[src/rtl/vga_pkg.sv]
// Shared VGA timing constants (640x480@60 defaults) and a counter-width helper.
package vga_pkg;

   localparam int H_VISIBLE_D = 640;
   localparam int H_FRONT_D   = 16;
   localparam int H_SYNC_D    = 96;
   localparam int H_BACK_D    = 48;
   localparam int V_VISIBLE_D = 480;
   localparam int V_FRONT_D   = 10;
   localparam int V_SYNC_D    = 2;
   localparam int V_BACK_D    = 33;

   localparam int H_TOTAL_D = H_VISIBLE_D + H_FRONT_D + H_SYNC_D + H_BACK_D;
   localparam int V_TOTAL_D = V_VISIBLE_D + V_FRONT_D + V_SYNC_D + V_BACK_D;

   // Smallest width that can represent max_value.
   function automatic int min_width(input int max_value);
      int w;
      w = 1;
      while ((1 << w) <= max_value) w++;
      return w;
   endfunction

   localparam int COORD_W_D = min_width(((H_TOTAL_D > V_TOTAL_D) ? H_TOTAL_D : V_TOTAL_D) - 1);

endpackage

[src/rtl/vga_axis_counter.sv]
// One raster axis: wrapping position counter plus decodes of the value it will hold next.
module vga_axis_counter
   import vga_pkg::*;
#(
   parameter int VISIBLE = H_VISIBLE_D,
   parameter int FRONT   = H_FRONT_D,
   parameter int SYNC    = H_SYNC_D,
   parameter int BACK    = H_BACK_D,
   parameter bit POL     = 1'b0,
   parameter int W       = COORD_W_D
) (
   input  logic         clk,
   input  logic         rst,
   input  logic         advance,
   output logic [W-1:0] count,
   output logic         wrap,
   output logic         next_visible,
   output logic         next_sync
);

   localparam int TOTAL = VISIBLE + FRONT + SYNC + BACK;
   localparam logic [W-1:0] LAST     = W'(TOTAL - 1);
   localparam logic [W-1:0] VIS_END  = W'(VISIBLE);
   localparam logic [W-1:0] SYNC_BEG = W'(VISIBLE + FRONT);
   localparam logic [W-1:0] SYNC_END = W'(VISIBLE + FRONT + SYNC);

   logic [W-1:0] count_reg;
   logic [W-1:0] count_next;

   assign wrap = (count_reg == LAST);

   always_comb begin
      count_next = count_reg;
      if (advance) begin
         count_next = wrap ? '0 : count_reg + 1'b1;
      end
   end

   // Reset parks on the last position so the first advance lands on 0.
   always_ff @(posedge clk) begin
      if (rst) begin
         count_reg <= LAST;
      end else begin
         count_reg <= count_next;
      end
   end

   assign count        = count_reg;
   assign next_visible = (count_next < VIS_END);
   assign next_sync    = ((count_next >= SYNC_BEG) && (count_next < SYNC_END)) ? POL : ~POL;

endmodule

[src/rtl/vga_timing.sv]
// VGA raster timing generator with pixel-clock enable.
// Optional scanline compare (line_cmp/line_match) when VGA_TIMING_LINE_CMP_EN is defined.
module vga_timing
   import vga_pkg::*;
#(
   parameter int H_VISIBLE = H_VISIBLE_D,
   parameter int H_FRONT   = H_FRONT_D,
   parameter int H_SYNC    = H_SYNC_D,
   parameter int H_BACK    = H_BACK_D,
   parameter int V_VISIBLE = V_VISIBLE_D,
   parameter int V_FRONT   = V_FRONT_D,
   parameter int V_SYNC    = V_SYNC_D,
   parameter int V_BACK    = V_BACK_D,
   parameter bit HSYNC_POL = 1'b0,
   parameter bit VSYNC_POL = 1'b0,
   parameter int COORD_W   = COORD_W_D
) (
   input  logic               clk,
   input  logic               rst,
   input  logic               pix_en,
`ifdef VGA_TIMING_LINE_CMP_EN
   input  logic [COORD_W-1:0] line_cmp,
   output logic               line_match,
`endif
   output logic               hsync,
   output logic               vsync,
   output logic               de,
   output logic [COORD_W-1:0] x_pos,
   output logic [COORD_W-1:0] y_pos,
   output logic               line_start,
   output logic               frame_start
);

   logic h_wrap, h_next_vis, h_next_sync;
   logic v_wrap, v_next_vis, v_next_sync;
   logic v_advance;

   logic de_reg;
   logic hsync_reg;
   logic vsync_reg;
   logic line_start_reg;
   logic frame_start_reg;

   assign v_advance = pix_en & h_wrap;

   vga_axis_counter #(
      .VISIBLE (H_VISIBLE),
      .FRONT   (H_FRONT),
      .SYNC    (H_SYNC),
      .BACK    (H_BACK),
      .POL     (HSYNC_POL),
      .W       (COORD_W)
   ) h_axis (
      .clk          (clk),
      .rst          (rst),
      .advance      (pix_en),
      .count        (x_pos),
      .wrap         (h_wrap),
      .next_visible (h_next_vis),
      .next_sync    (h_next_sync)
   );

   vga_axis_counter #(
      .VISIBLE (V_VISIBLE),
      .FRONT   (V_FRONT),
      .SYNC    (V_SYNC),
      .BACK    (V_BACK),
      .POL     (VSYNC_POL),
      .W       (COORD_W)
   ) v_axis (
      .clk          (clk),
      .rst          (rst),
      .advance      (v_advance),
      .count        (y_pos),
      .wrap         (v_wrap),
      .next_visible (v_next_vis),
      .next_sync    (v_next_sync)
   );

   // Decodes come from next counter values, so they line up with x_pos/y_pos
   // and simply hold when pix_en is low.
   always_ff @(posedge clk) begin
      if (rst) begin
         de_reg          <= 1'b0;
         hsync_reg       <= ~HSYNC_POL;
         vsync_reg       <= ~VSYNC_POL;
         line_start_reg  <= 1'b0;
         frame_start_reg <= 1'b0;
      end else begin
         de_reg          <= h_next_vis & v_next_vis;
         hsync_reg       <= h_next_sync;
         vsync_reg       <= v_next_sync;
         line_start_reg  <= pix_en & h_wrap;
         frame_start_reg <= pix_en & h_wrap & v_wrap;
      end
   end

   assign de          = de_reg;
   assign hsync       = hsync_reg;
   assign vsync       = vsync_reg;
   assign line_start  = line_start_reg;
   assign frame_start = frame_start_reg;

`ifdef VGA_TIMING_LINE_CMP_EN
   logic [COORD_W-1:0] y_new;
   logic               line_match_reg;

   // y_new never exceeds V_TOTAL-1, so out-of-range compare values cannot hit.
   assign y_new = v_wrap ? '0 : y_pos + 1'b1;

   always_ff @(posedge clk) begin
      if (rst) begin
         line_match_reg <= 1'b0;
      end else begin
         line_match_reg <= pix_en & h_wrap & (y_new == line_cmp);
      end
   end

   assign line_match = line_match_reg;
`endif

endmodule

[config.mk]
export PLATFORM = sky130hd
export DESIGN_NAME = vga_timing
export DESIGN_NICKNAME = d
export VERILOG_FILES = /design/src/rtl/vga_pkg.sv /design/src/rtl/vga_axis_counter.sv /design/src/rtl/vga_timing.sv
export SDC_FILE = /design/constraint.sdc
export NUM_CORES = 1
export LEC_CHECK = 0
export CAP_MARGIN = 20
export CORE_ASPECT_RATIO = 1.2
export CORE_MARGIN = 10
export CORE_UTILIZATION = 38
export CTS_CLUSTER_SIZE = 8
export DETAILED_ROUTE_END_ITERATION = 10
export PLACE_DENSITY_LB_ADDON = 0.25
export SLEW_MARGIN = 20
export SYNTH_ARGS = -nofsm -noshare
export SYNTH_HDL_FRONTEND = slang
export SYNTH_SLANG_ARGS = --single-unit
[constraint.sdc]
create_clock -name clk -period 2.73 [get_ports clk]
set_clock_uncertainty 0.05 [all_clocks]
set_input_delay 0.546 -clock clk [delete_from_list [all_inputs] [get_ports clk]]
set_output_delay 0.546 -clock clk [all_outputs]
set_load 0.02 [all_outputs]
==> results.md <==
* Post-Synthesis Cells at around 160
* Most common cell in the netlist: dfxtp_1
* Initial antenna violation count at 0
* Primary FF master, synth: dfxtp_1
* Yosys Warn Count at 0
* Total GRT Usage at 0.117
* Max H-tree Level at 1
* Initial DRC count at 56
* Power share of the clock group at 0.215
* HP Class: register to register
* Top cell type's share of synthesized area at 0.373
* DRT Pass-1 Iters at 4
* Slew Limit Fails at 0
* Max-Cap Viols at 0
* Slowest-stage cell, CP: or4_4
* Critical path depth at 7
* Top cell family by delay on the critical path: simple AND/OR/NAND/NOR gates
* Buf/Inv on CP at 3
* Max Fclk at 0.376 GHz
* Minimum clock period at around 2.7 ns
* Clk buf depth at 2
* Nets at 204
* Cells on worst reg2reg path at 5
* Final instance area at around 0.0018 sq mm
* Total gr overflow at 0
* Largest net degree at the start of global routing at 14
* Inserted Diodes at 0
* Psw at 352 uW
* Number of remaining DRC errors at 0
* Synthesis-to-layout area growth at 34.0%
* Sw frac at 0.344
* Startpoint Class: primary input
* Setup violators final at 0
* Routed vias at 1361
* Multi-input logic area at 766 sq um
* Slowest stage delay, CP at 0.54 ns
* Crit path max fanout at 4
* Postcts setup bufs at 0
* TritonCTS clock tree: yes
* Synth Cell Area at about 0.0013 sq mm
* Setup TNS Final at 0 ns
* Status: finished, final reports clean
* FILL cells at 322
* Number of buffers created by CTS at 3
* Register area at 500 sq um
* Int Pwr at 671 uW
* DR vias/cell at 5.82
* Gpl congestion at 0.856
* Seq/Total Area, Yosys at 0.373
* First-pass GRT wire length at 6050 um
* Mean area per synthesized cell at 8.65 sq um
* Ys async rst share at 0
* Seq cells post-synth at 25
* Post-synth EDFFs at 0
* Commonest cells post-synth: dfxtp_1 (25), nor2_1 (13), nand2_1 (12), nor3_1 (9)
* Die Y-Extent at 85.1 um
* Worst Path Arrival at ~2.8 ns
* Crit path kind: primary input to register
* Pleak at 0.714 nW
* Core box area at around 0.0034 sq mm
* Worst skew pair latency at 0.26 ns
* Period utilization at 0.974
* CP cell instances: clkdlybuf4s50_1 -> buf_4 -> inv_1 -> or4_4 -> nor4_2 -> o221a_1 -> or4b_1
* CTS sink count at 25
* Worst vdd ir at 0.351 mV
* Synth area leaders: dfxtp_1 (37%), xnor2_1 (4.6%), nor2_1 (3.6%)
* Netlist cell types at 47
* Slew at the pin closest to its max-slew limit at 0.490 ns
* CP required at 2.83 ns
* WL final at 3680 um
* Placed cell area at 0.00174 sq mm
* Combinational share of power at 0.357
* Utilization after layout at 0.534
* Share of layout cells above drive strength 1 at 0.168
* Initial Util at 0.398
* Sequential share of power at 0.427
* Yosys top cell by area: dfxtp_1
* Ports at 28
* Post-synth net total at about 160
* Num rows at 23
* Final Hold Viols at 0
* Die width at 74.2 um
* IO Port Bufs at 27
* Slew headroom at 0.671
* Clock Pin Slew Worst Setup and Hold Paths at 0.09 ns
* DIE AREA at about 0.0063 sq mm
* CTS root buffer: clkbuf_8
* Power Dens Cells at 569 mW/mm^2
* CP endpoint kind: register
* Average wire per standard cell at 15.7 um
* Detailed Place HPWL at between 2000 and 3000 um
* Post-DRT Antenna Nets at 0
* WHS Path Cells at 1
* Vias in the first global route at roughly 1300
-- logic make-up (layout without fill, tap and decap cells) --
group / after synthesis / in the layout / share of synthesized area
compound gates: 34 / 34 / 0.173
xor+xnor: 12 / 12 / 0.0784
fa+ha+maj: 3 / 3 / 0.0280
buf+inv: 14 / 56 / 0.0634
flops: 25 / 25 / 0.373
simple gates: 67 / 67 / 0.285
-- power by group through the flow --
| stage | registers (mW) | clock network, mW | logic (mW) |
|---|---|---|---|
| global placement | 0.444 | 0 | 0.349 |
| detailed placement | 0.444 | 0 | 0.357 |
| finish | 0.437 | 0.220 | 0.366 |
| CTS | 0.436 | 0.226 | 0.358 |
| floorplan | 0.476 | 0 | 0.179 |
| global route | 0.443 | 0.239 | 0.398 |
-- through the flow --
stage               power, mW  worst slack, ns  cells  hold slack (ns)
floorplan               0.655            0.241    155            0.565
global placement        0.793           -0.181    230            0.478
detailed placement      0.801           -0.235    230            0.485
CTS                      1.02           0.0444    234            0.502
global route             1.08         -0.00296    234            0.551
finish                   1.02           0.0697    234            0.502
-- per-layer routing --
layer,part of all wire,vias up,wire length [um],global-route usage
met2,0.52,47,1920,0.210
met3,0.086,6,315,0.0408
met4,0.010,0,38,0.0400
met1,0.38,660,1400,0.120
met5,0,-,0,0
li1,-,648,-,-
-- final cells by class --
cell class,count,area share
Sequential cell,25,0.279
Tap cell,37,0.0258
Clock buffer,4,0.0251
Inverter,5,0.0104
Timing Repair Buffer,47,0.234
Multi-Input combinational cell,116,0.426
-- worst paths after layout --
kind	from	endpoint	slack, ns
setup / recovery	pix_en	vsync	0.07
hold / removal	h_axis.count[0]	h_axis.count[0]	0.50
setup reg to reg	h_axis.count[4]	vsync	0.27
hold reg to reg	h_axis.count[0]	h_axis.count[0]	0.50
-- timing repair --
action | 4_1_cts | 5_1_grt
gates resized for setup | 0 | 2
endpoints found under the setup margin | 0 | 1
hold buffers | 0 | 0
-- cell usage in the layout (no fill, tap or decap), types with 2 or more instances in the layout --
cell type / n
a21oi_1: 8
a211oi_1: 2
a22oi_1: 2
clkdlybuf4s50_1: 27
ha_1: 3
clkbuf_8: 3
inv_1: 5
xor2_1: 5
nor4_1: 3
nand3_1: 6
and3_1: 4
o211ai_1: 2
o21ai_0: 8
buf_4: 20
o211a_1: 2
dfxtp_1: 25
nand4_1: 5
nor3_1: 9
nand2_1: 12
or4b_1: 2
nor2_1: 13
xnor2_1: 7
Note: power is estimated with default switching activity, not from simulation.
